===== config.mk =====
export PLATFORM = sky130hd
export DESIGN_NAME = mioc_dma_arb
export DESIGN_NICKNAME = d
export VERILOG_FILES = /design/src/rtl/mioc_dma_arb.sv
export SDC_FILE = /design/constraint.sdc
export NUM_CORES = 1
export LEC_CHECK = 0
export ABC_CLOCK_PERIOD_IN_PS = 900
export CORE_AREA = 3 3 40 42
export CTS_BUF_LIST = sky130_fd_sc_hd__clkbuf_8
export DETAILED_ROUTE_END_ITERATION = 6
export DIE_AREA = 0 0 43 45
export PLACE_DENSITY_LB_ADDON = 0.08
export SLEW_MARGIN = 20
export SYNTH_ARGS = -nofsm -noshare
export SYNTH_HDL_FRONTEND = slang
export SYNTH_SLANG_ARGS = --single-unit

===== constraint.sdc =====
create_clock -name B_PHI -period 0.9 [get_ports B_PHI]
set_input_delay 0.225 -clock B_PHI [delete_from_list [all_inputs] [get_ports B_PHI]]
set_output_delay 0.225 -clock B_PHI [all_outputs]
set_load 0.005 [all_outputs]

===== src/rtl/mioc_dma_arb.sv =====
// Arbitrates the Z80 bus between the CPU and 6801 DMA; the BUSRQ/BUSAK handshake gates the address buffers and the IS3 grant.
// Optional grant timeout with BLOCK state is compiled in with MIOC_DMA_TIMEOUT_EN.
module mioc_dma_arb #(
    parameter int unsigned TMO_CYCLES = 255
) (
    input  logic B_PHI,
    input  logic RST_N,
    input  logic DMA_N,
    input  logic BUSAK_N,
    output logic BUSRQ_N,
    output logic ADDRBUFEN_N,
    output logic IS3_N,
    output logic DMA_ACT,
    output logic DMA_TMO
);

    typedef enum logic [2:0] {
        IDLE  = 3'd0,
        REQ   = 3'd1,
        DIS   = 3'd2,
        GRANT = 3'd3,
        REL   = 3'd4,
        WACK  = 3'd5,
        BLOCK = 3'd6
    } state_t;

    localparam logic [7:0] TMO_LIM = 8'(TMO_CYCLES);

    state_t     state_reg, state_next;
    logic [1:0] dma_sync_reg, busak_sync_reg;
    logic       dma_s, busak_s;
    logic       tmo_fire;
    logic       block_pending;
    logic       busrq_n_reg, addrbufen_n_reg, is3_n_reg, dma_act_reg;
    logic [3:0] out_next;

    // Idle-high synchronizers for both asynchronous handshake inputs
    always_ff @(posedge B_PHI or negedge RST_N) begin
        if (!RST_N) begin
            dma_sync_reg   <= 2'b11;
            busak_sync_reg <= 2'b11;
        end else begin
            dma_sync_reg   <= {dma_sync_reg[0], DMA_N};
            busak_sync_reg <= {busak_sync_reg[0], BUSAK_N};
        end
    end

    assign dma_s   = dma_sync_reg[1];
    assign busak_s = busak_sync_reg[1];

`ifdef MIOC_DMA_TIMEOUT_EN
    logic [7:0] cnt_reg;
    logic       tmo_reg;
    logic       block_pending_reg;

    assign tmo_fire      = (state_reg == REQ) && busak_s && (cnt_reg == TMO_LIM);
    assign block_pending = block_pending_reg;
    assign DMA_TMO       = tmo_reg;

    always_ff @(posedge B_PHI or negedge RST_N) begin
        if (!RST_N) begin
            cnt_reg           <= 8'd0;
            tmo_reg           <= 1'b0;
            block_pending_reg <= 1'b0;
        end else begin
            if (state_reg != REQ && state_next == REQ)
                cnt_reg <= 8'd0;
            else if (state_reg == REQ && cnt_reg != TMO_LIM)
                cnt_reg <= cnt_reg + 8'd1;
            if (tmo_fire)
                tmo_reg <= 1'b1;
            // Only the transaction that timed out detours through BLOCK
            if (tmo_fire)
                block_pending_reg <= 1'b1;
            else if (state_reg == WACK && busak_s)
                block_pending_reg <= 1'b0;
        end
    end
`else
    logic tmo_cfg_unused;
    assign tmo_cfg_unused = |TMO_LIM;
    assign tmo_fire       = 1'b0;
    assign block_pending  = 1'b0;
    assign DMA_TMO        = 1'b0;
`endif

    always_ff @(posedge B_PHI or negedge RST_N) begin
        if (!RST_N)
            state_reg <= IDLE;
        else
            state_reg <= state_next;
    end

    always_comb begin
        state_next = state_reg;
        case (state_reg)
            IDLE:  if (!dma_s) state_next = REQ;
            // Grant beats both abort and timeout when they coincide
            REQ: begin
                if (!busak_s)
                    state_next = DIS;
                else if (tmo_fire || dma_s)
                    state_next = WACK;
            end
            DIS:   state_next = GRANT;
            GRANT: if (dma_s) state_next = REL;
            REL:   state_next = WACK;
            WACK:  if (busak_s) state_next = block_pending ? BLOCK : IDLE;
            BLOCK: if (dma_s) state_next = IDLE;
            default: state_next = IDLE;
        endcase
    end

    // {BUSRQ_N, ADDRBUFEN_N, IS3_N, DMA_ACT} for the state being entered
    always_comb begin
        out_next = 4'b1010;
        case (state_next)
            IDLE:    out_next = 4'b1010;
            REQ:     out_next = 4'b0011;
            DIS:     out_next = 4'b0111;
            GRANT:   out_next = 4'b0101;
            REL:     out_next = 4'b0111;
            WACK:    out_next = 4'b1111;
            BLOCK:   out_next = 4'b1011;
            default: out_next = 4'b1010;
        endcase
    end

    always_ff @(posedge B_PHI or negedge RST_N) begin
        if (!RST_N) begin
            busrq_n_reg     <= 1'b1;
            addrbufen_n_reg <= 1'b0;
            is3_n_reg       <= 1'b1;
            dma_act_reg     <= 1'b0;
        end else begin
            busrq_n_reg     <= out_next[3];
            addrbufen_n_reg <= out_next[2];
            is3_n_reg       <= out_next[1];
            dma_act_reg     <= out_next[0];
        end
    end

    assign BUSRQ_N     = busrq_n_reg;
    assign ADDRBUFEN_N = addrbufen_n_reg;
    assign IS3_N       = is3_n_reg;
    assign DMA_ACT     = dma_act_reg;

endmodule

==> Word level (Yosys, flattened, before mapping) <==
Index checks and enable logic that the tools add are counted.
{ "word_totals": {"reg_bits": 11, "inputBits": 4, "out_inout_bits": 5, "elab_cells": 29} }
{ "classes": {"n_eq_ne": 12, "mux": 8, "n_reduce_logical": 2} }
{ "op_table": {"columns": ["cell", "count"], "rows": [
  ["$pmux 3 s7", 1],
  ["$pmux 4 s5", 1],
  ["$eq 3x3->1 const B", 6],
  ["$mux 3", 6],
  ["$eq 3x2->1 const B", 4],
  ["$eq 3x1->1 const B", 2],
  ["$logic_not 3->1", 1],
  ["$reduce_or 2->1", 1]
]} }

==> Logic depth before layout (Yosys ltp) <==
Gate-level depths: netlist (run 1).
{ "logic_depth": {"ltp_word": 6, "mapped_depth": 4, "ltp_nobuf": 3} }

==> Least setup slack after synthesis (run 1) <==
OpenSTA, ideal clock, no wires.
{ "synth_timing": {"path_type": "flip-flop to flip-flop", "from": "register dma_sync_reg[1]", "to": "register state_reg[1]", "setup_ns": 0.128, "t_arrival_ns": 0.859, "required_ns": 0.772, "slack_ns": -0.087, "path_stages_with_launch": 4, "n_path_buf": 0, "period_less_slack_ns": 0.987, "cell_sequence": "dfstp_2 a21oi_1 o21ai_0 o31ai_1"} }
{ "synth_via": {"elab_chain_cells": 3, "elab_cells_between_ends": 6, "classes_between": "6 x mux"} }
{ "synth_rtl": {"columns": ["item", "line_no", "text"], "rows": [
  ["start: declaration", "30", "logic [1:0] dma_sync_reg, busak_sync_reg;"],
  ["start signal: assignment", "43", "dma_sync_reg <= {dma_sync_reg[0], DMA_N};"],
  ["$mux 3", "102", "else if (tmo_fire || dma_s)"],
  ["$mux 3", "100", "if (!busak_s)"],
  ["$pmux 3 s7 (*)", "96", "case (state_reg)"],
  ["net state_next[1]", "29", "state_t state_reg, state_next;"],
  ["end signal: assignment", "91", "state_reg <= state_next;"],
  ["end: declaration", "29", null]
]} }
The timed path passes the listed nets; every way through them passes the cells marked *.

==> Final worst setup path (run 1) <==
{ "layout_timing": {"from": "register dma_sync_reg[1]", "to": "register dma_act_reg (netlist: DMA_ACT)"} }
{ "layout_via": {"elab_chain_cells": 6, "elab_cells_between_ends": 14, "classes_between": "6 x eq/ne; 7 x mux; 1 x reduce/logical"} }
{ "layout_rtl": {"columns": ["item", "line_no", "text"], "rows": [
  ["$mux 3", "102", null],
  ["$mux 3", "100", null],
  ["$pmux 3 s7 (*)", "96", null],
  ["$eq 3x3->1 / $eq 3x2->1 (equally long branches)", "117", "case (state_next)"],
  ["$reduce_or 2->1 (no source line)", null, null],
  ["$pmux 4 s5 (*)", "117", null],
  ["net out_next[0]", "35", "logic [3:0] out_next;"],
  ["end signal: assignment", "139", "dma_act_reg <= out_next[0];"],
  ["end: declaration", "34", "logic busrq_n_reg, addrbufen_n_reg, is3_n_reg, dma_act_reg;"]
]} }
Marks and branches as above.

==> results of run 1 <==
-- power groups by stage --
stage | clock network (mW) | logic (mW) | registers [mW]
floorplan | 0 | 0.565 | 0.751
global placement | 0 | 0.832 | 0.831
detailed placement | 0 | 0.867 | 0.842
CTS | 0.491 | 0.862 | 0.846
global route | 0.527 | 0.994 | 0.884
finish | 0.468 | 0.912 | 0.859
-- final cells by class --
cell class | instances | area, µm² | area share [%]
clock inverters | 1 | 3.75 | 0.546
multi-input cells | 23 | 165 | 24.0
repair buffers | 18 | 165 | 24.0
well taps | 15 | 18.8 | 2.73
flip-flops and latches | 11 | 285 | 41.5
inverters | 2 | 7.51 | 1.09
clock buffers | 3 | 41.3 | 6.01
-- critical path: stages (launching register included) --
cell	delay, ns
sky130_fd_sc_hd__dfstp_2	0.61
sky130_fd_sc_hd__buf_6	0.13
sky130_fd_sc_hd__nand2b_4	0.06
sky130_fd_sc_hd__nor3_2	0.10
sky130_fd_sc_hd__a21oi_1	0.06
-- per-layer routing --
layer | up-vias | GRT usage [%] | part of all wire [%]
met5 | - | 0 | 0
met4 | 0 | 9.04 | 0
met3 | 0 | 4.78 | 8.0
met2 | 18 | 23.1 | 55
met1 | 185 | 12.8 | 37
li1 | 172 | - | -
-- layout by cell type (no fill, tap or decap), types with 2 or more instances in the layout --
master | Yosys | layout
sky130_fd_sc_hd__a21oi_1 | 4 | 2
sky130_fd_sc_hd__a21oi_2 | 0 | 2
sky130_fd_sc_hd__buf_2 | 1 | 2
sky130_fd_sc_hd__buf_4 | 2 | 8
sky130_fd_sc_hd__buf_6 | 1 | 4
sky130_fd_sc_hd__clkbuf_8 | 0 | 3
sky130_fd_sc_hd__clkdlybuf4s50_1 | 0 | 3
sky130_fd_sc_hd__dfrtp_1 | 5 | 3
sky130_fd_sc_hd__dfrtp_2 | 0 | 2
sky130_fd_sc_hd__dfstp_2 | 6 | 6
sky130_fd_sc_hd__inv_1 | 2 | 3
sky130_fd_sc_hd__nand2_1 | 3 | 3
sky130_fd_sc_hd__nand2b_4 | 2 | 2
sky130_fd_sc_hd__o21ai_1 | 1 | 3
-- path summary, 6_finish.rpt --
kind                            depth (start not counted)  slack, ns           endpoint         startpoint
worst max-delay path                                    4      -0.18            DMA_ACT    dma_sync_reg[1]
worst min-delay path                                    2       0.32       state_reg[1]              RST_N
worst max register to register                          4      -0.18            DMA_ACT    dma_sync_reg[1]
worst min register to register                          0       0.36  busak_sync_reg[1]  busak_sync_reg[0]
max in group asynchronous                               2       0.39              IS3_N              RST_N
min in group B_PHI                                      0       0.36  busak_sync_reg[1]  busak_sync_reg[0]
-- metrics by stage --
step / instances / hold WS, ns
floorplan: 40 / -0.0706
global placement: 66 / 0.347
detailed placement: 66 / 0.353
CTS: 73 / 0.315
global route: 73 / 0.331
finish: 73 / 0.318
-- cells by family (layout without fill, tap and decap cells) --
| group | count (synthesis) | count (layout) | share of synthesized area [%] |
|---|---|---|---|
| other | 1 | 1 | 0.791 |
| DFF | 11 | 11 | 59.6 |
| buffers and inverters | 6 | 24 | 8.18 |
| AOI/OAI and AO/OA | 13 | 13 | 19.0 |
| and+or+nand+nor | 9 | 9 | 12.4 |
-- repair_timing --
action,CTS,global route
endpoints found under the hold margin,0,0
resized for setup,21,2
hold buffers,0,0
setup buffers,3,0
setup endpoints to repair,11,11
pin swaps,5,2
==> impl.org, run 1 <==
** Route
- Using the TritonRoute via totals, the vias-per-cell ratio works out to 5.14.
- Antenna-violating nets left :: 0
- Dividing the detail-routed wire length by the instance count gives 13.6 µm.
- Number of DRC violations after detailed-routing iteration 0 :: 3
- Summed over all layers, the routed wires come to 993 µm.
- Number of vias in the routed layout :: 375
- After detailed routing, the number of remaining DRC violations is 0.
- DRT Pass-1 Iters :: 4

** Synthesis
- Cell area after synthesis :: 474 µm²
- Post-synthesis instance total :: 40
- Post-synth ARST share :: 100%
- Counting flops with a built-in enable in the synthesized netlist gives 0.
- Counting flops and latches in the post-synthesis netlist gives 11.
- Library cell occupying the most area in the post-synthesis netlist :: sky130_fd_sc_hd__dfstp_2
- Counting instances in the post-synthesis netlist gives the leading cell types as 6 x sky130_fd_sc_hd__dfstp_2, 5 x sky130_fd_sc_hd__dfrtp_1, 4 x sky130_fd_sc_hd__a21oi_1, 3 x sky130_fd_sc_hd__nand2_1, 3 x sky130_fd_sc_hd__o21ai_0.
- The synthesized netlist contains 21 unique library cells.
- Top-count cell post-synth :: sky130_fd_sc_hd__dfstp_2
- Area contributors post-synth :: sky130_fd_sc_hd__dfstp_2 33%, sky130_fd_sc_hd__dfrtp_1 26%, sky130_fd_sc_hd__nand2b_4 5.8%, sky130_fd_sc_hd__a21oi_1 4.2%, sky130_fd_sc_hd__o311ai_2 3.4%
- Top flip-flop cell by instance count after synthesis :: sky130_fd_sc_hd__dfstp_2
- Dividing the synthesized area by the synthesized cell count gives 11.9 µm².
- Sequential area share after synthesis :: between 50% and 60%
- Synthesis produced a netlist with a net count of 44.
- Count of warnings emitted by yosys :: 0
- In this run the biggest area consumer among cell types represents 33.2% of the synthesized area.

** Layout
- With fillers left out, the area of the finished cells amounts to 687 µm².
- Compared with the post-synthesis result, the final layout area differs by 44.9%.
- Fraction of final layout cells sized beyond drive strength 1 :: 58.6%
- The layout has 112 filler cells.
- Net count of the finished layout :: 63
- Post-layout util :: 53.5%
- The number of antenna diodes in the final layout is 0.
- Flip-flop count of the largest register after layout :: 3

** Run status
- The run finished, with violations left.
- The checks that failed: setup timing.

** Place
- In this run the tool buffered the top-level ports with 7 buffer cells.
- Half-perimeter wire length after detailed placement :: a little under 700 µm
- Placement-stage worst setup slack :: -0.307 ns
- Last weighted congestion value of the routability-driven placer :: 0.678
- Summing all placed instances gives a cell area of 613 µm².

** Setup path
- STA classifies the critical path endpoint as a flip-flop.
- Data arrival time of the critical path :: 1.19 ns
- STA puts the critical path data required time at 1.02 ns.
- In this run the worst path has a maximum fanout of 7.
- Kind of critical path :: reg -> reg
- Critical path startpoint category :: flip-flop

** Timing
- The final hold violation count is 0.
- In the post-route analysis, the smallest setup slack over all paths is -0.176 ns.
- Final Setup Violations :: 11
- Setup repair after global routing could not meet its margin everywhere.
- Achievable Freq :: roughly 930 MHz
- In the finished design, the share of the clock period the worst path needs comes to 120%.
- Final Max Slew Viols :: 0
- Clock skew after layout :: 0.00160 ns
- The routed design could run at a clock period as short as between 1 and 1.5 ns.
- In the final timing run, aggregate negative setup slack is -1.24 ns.

** Clocking
- TritonCTS clock tree :: yes
- Clock tree synthesis found a total of 11 sinks.
- H-tree Lvls :: 1
- Clock latency on the worst-skew pair, taken at its later pin, is ~0.23 ns.
- Max Buffers Root-to-Sink :: 2
- Buffers inserted during clock tree synthesis total 3.
- Clock-pin slew was measured on the worst setup and hold paths at 0.05 ns.
- Cell chosen for the clock root :: sky130_fd_sc_hd__clkbuf_8

** Global routing
- Number of antenna violations at the first check in global routing :: 0
- For this run, the total global-route usage over all layers was measured as between 10% and 20%.
- First-pass GRT wire length :: 1760 µm
- Total global routing overflow :: 0
- The number of global-route vias before repair was slightly below 400.
- Entering global routing, the biggest net connects 12 pins.

** Power and ir drop
- In this run the power density over the cells is 3260 nW/µm².
- Power after layout :: 2.24 mW
- Share of power burned in the clock network :: 20.9%
- In this run the power spent charging and discharging nets is 712 µW.
- Register share of total power :: 38.4%
- Highest ir drop seen on vdd :: 1.39 mV
- Switching share of power :: 31.8%
- The internal portion of the total power is 1.53 mW.
- Combinational logic is responsible for 40.7% of the overall power.
- For this design the static power due to leakage is 0.304 nW.

** Die
- For this design the top-level I/O count stands at 9.
- After floorplanning, the core was sized to cover 1280 µm².
- Once the floorplan was initialized, standard cells occupied 36.9% of the core.
- Die Area :: 1940 µm²
- Site row count :: 13
- The die is 43 µm wide.
- In this run the vertical extent of the chip is ~45 µm.

** Job
- Number of violations of the max-capacitance limit :: 0

** Min path
- The path class of the tightest hold or removal check is in -> async.
(Power assumes the default switching activity.)
==> run 2: changes to the inputs <==
--- a/config.mk
+++ b/config.mk
@@ -5,11 +5,11 @@
 export SDC_FILE = /design/constraint.sdc
 export NUM_CORES = 1
 export LEC_CHECK = 0
-export ABC_CLOCK_PERIOD_IN_PS = 900
-export CORE_AREA = 3 3 40 42
-export CTS_BUF_LIST = sky130_fd_sc_hd__clkbuf_8
+export ABC_CLOCK_PERIOD_IN_PS = 1100
+export CORE_MARGIN = 3
+export CORE_UTILIZATION = 35
+export CTS_BUF_LIST = sky130_fd_sc_hd__clkbuf_2
 export DETAILED_ROUTE_END_ITERATION = 6
-export DIE_AREA = 0 0 43 45
 export PLACE_DENSITY_LB_ADDON = 0.08
 export SLEW_MARGIN = 20
 export SYNTH_ARGS = -nofsm -noshare
==> constraint.sdc (replaced) <==
create_clock -name B_PHI -period 1.1 [get_ports B_PHI]
set_input_delay 0.275 -clock B_PHI [delete_from_list [all_inputs] [get_ports B_PHI]]
set_output_delay 0.275 -clock B_PHI [all_outputs]
set_load 0.005 [all_outputs]
==> run 2 against run 1 <==
The run still ends with setup timing left. Critical endpoint is now IS3_N. Highest routed layer unchanged. Routed wire length shrank 19%. Flip-flop and latch count is the same. Register-to-register slack gained 0.19 ns.
==> impl.org, run 2 (synthesis results as in run 1) <==
** Layout
- Fraction of final layout cells sized beyond drive strength 1 :: 53.1%
- Ant diodes :: 0
- Leaving out fill and tap cells, the most frequent cell in the layout is sky130_fd_sc_hd__dfstp_2.
- The register with the most flip-flops in the layout has 3 of them.
- P&R area growth vs syn :: 19.5%
- Leaving out fill and tap cells, the most frequent cells in the layout are 6 x sky130_fd_sc_hd__dfstp_2, 4 x sky130_fd_sc_hd__clkbuf_2.
- Net count of the finished layout :: 54

** Route
- Antenna-violating nets left :: 0
- Using the TritonRoute via totals, the vias-per-cell ratio works out to 5.17.
- Number of DRC violations after detailed-routing iteration 0 :: 11
- Residual DRC count :: 0
- The final layout contains routed wiring with a total length of 805 µm.
- Detail-routed net length per standard cell :: 12.8 µm
- For this run, the detailed router's first-pass iteration total came to 4.
- Number of vias in the routed layout :: 326

** Setup path
- Worst path top cell family by delay :: flip-flops
- The startpoint identified for the worst register-to-register timing path is dma_sync_reg[1].
- Critical path startpoint category :: flip-flop
- Together, buffers and inverters on the worst path number 1.
- Worst path max stage delay :: 0.54 ns
- Critical Path RT :: 0.82 ns
- Data arrives at the worst endpoint at 0.87 ns.
- Traced cell by cell, the critical path runs through buf_6.
- CP Capture Type :: output pin
- The slowest stage of the critical path belongs to the cell sky130_fd_sc_hd__dfstp_2.
- Endpoint of the lowest-slack register-to-register path :: state_reg[0]
- By startpoint and endpoint, the worst setup path is classified as reg -> out.
- The worst register-to-register path has a depth of 3.
- Of all nets on the critical path, the largest fanout is 1.
- Across all register-to-register paths, the minimum setup slack is 0.01 ns.

** Timing
- Setup repair after global routing missed its margin :: true
- Based on the critical path, the design can be clocked at up to 875 MHz.
- Final min period :: between 1 and 1.5 ns
- Setup violations remaining at the end of the flow were counted as 2.
- Worst Setup Slack, final :: -0.0433 ns
- The count of pins over their slew limit is 0.
- The clock arrives with 0.000461 ns of skew.
- The final critical path takes up 104% of the cycle.
- Summed over all failing endpoints, the final setup total negative slack is -0.0851 ns.
- The final hold violation count is 0.
- Hold slack :: between 0.3 and 0.4 ns

** Die
- The core region is 1190 µm².
- Die Area :: 1830 µm²
- In this run the count of I/O pins placed on the die edge is 9.
- Initial Util :: between 30% and 40%
- Floorplan die height :: 42.8 µm
- Horiz. Die Dim :: 42.8 µm
- The initialized floorplan defines 12 standard-cell rows.

** Clocking
- The tree is rooted in a sky130_fd_sc_hd__clkbuf_2.
- TritonCTS built the clock tree.
- H-tree Lvls :: 1
- In this run, CTS created clock tree buffers numbering 3.
- After clock tree synthesis, the clock-pin slew on the worst setup and hold paths is ~0.10 ns.
- At the later pin of the worst-skew pair, clock insertion delay measures roughly 0.24 ns.
- For this design, the CTS-stage hold fixing added 0 buffers.
- Max Buffers Root-to-Sink :: 2
- For this design, the sink count on the clock tree is 11.

** Place
- Prior to clock tree synthesis, the placed netlist has a worst setup slack of -0.158 ns.
- Last weighted congestion value of the routability-driven placer :: 0.833
- Port buffering added 7 buffers.
- Half-perimeter wire length after detailed placement :: 509 µm

** Run status
- The run finished, with violations left.
- The final reports fail on setup timing.

** Global routing
- The total overflow left after global routing is 0.
- Pin count of the biggest net entering global routing :: 12
- Number of global-route vias before repair :: 303
- The number of antenna violations at the first check in global routing came to 0.
- Across every metal layer, demand over resource in global routing totals 9.63%.
- The first global-routing pass estimated 1280 µm of wire.

** Power and ir drop
- The worst-case IR drop observed on VDD is between 1 and 1.5 mV.
- Static power due to leakage :: 0.241 nW
- For this design the ratio of total power to cell area is 2530 nW/µm².

** Min path
- Worst hold path type :: in -> async

** Job
- Max-cap violations in this run came to 0.
## run 2: cell count changes in the layout (fill, tap and decap cells not counted)
cell / change
sky130_fd_sc_hd__buf_12: -1
sky130_fd_sc_hd__buf_2: +1
sky130_fd_sc_hd__buf_4: -6
sky130_fd_sc_hd__buf_6: -3
sky130_fd_sc_hd__clkbuf_2: +4
sky130_fd_sc_hd__clkbuf_8: -3
sky130_fd_sc_hd__inv_1: -1
## run 2: report_power, final
part,leakage (nW),switching (mW),internal [mW],total [mW]
Clock,0.0166,0.126,0.0966,0.222
Combinational,0.105,0.202,0.264,0.466
Sequential,0.120,0.182,0.563,0.744
Total,0.241,0.509,0.923,1.43
## run 2: layout make-up
class	instances	area, µm²
Fill cell	116	619
Sequential cell	11	285
Multi-Input combinational cell	23	165
Timing Repair Buffer	9	71.3
Clock buffer	4	20.0
Tap cell	14	17.5
Inverter	2	7.51
## run 2: how the worst max path moves through the flow
stage                    startpoint           end  slack [ns]  cells after the start
CTS                           IS3_N         IS3_N       -0.07                      1
finish                        IS3_N         IS3_N       -0.04                      1
floorplan           dma_sync_reg[1]  state_reg[1]        0.11                      3
global route                BUSRQ_N       BUSRQ_N       -0.09                      1
global placement              IS3_N         IS3_N       -0.16                      1
detailed placement            IS3_N         IS3_N       -0.16                      1
## run 2: stage by stage
stage               util, %  total power [mW]  area (µm²)  instances
finish                 47.8              1.43         567         63
detailed placement     45.4              1.19         538         58
CTS                    45.5              1.36         539         62
global placement       45.4              1.18         538         58
global route           47.8              1.54         567         63
floorplan                 -              1.05         474         40
## run 2: layer usage
layer | GRT usage (%) | share of wire [%] | up-vias
li1 | - | - | 154
met2 | 13.8 | 50 | 13
met5 | 0 | 0 | -
met4 | 7.45 | 0 | 0
met3 | 2.54 | 6.6 | 0
met1 | 12.1 | 43 | 159
## run 2: timing repair
item	4_1_cts	5_1_grt
gates resized for setup	17	7
gates cloned	0	0
pin swaps	0	6
endpoints found under the setup margin	5	6
setup buffers	0	1
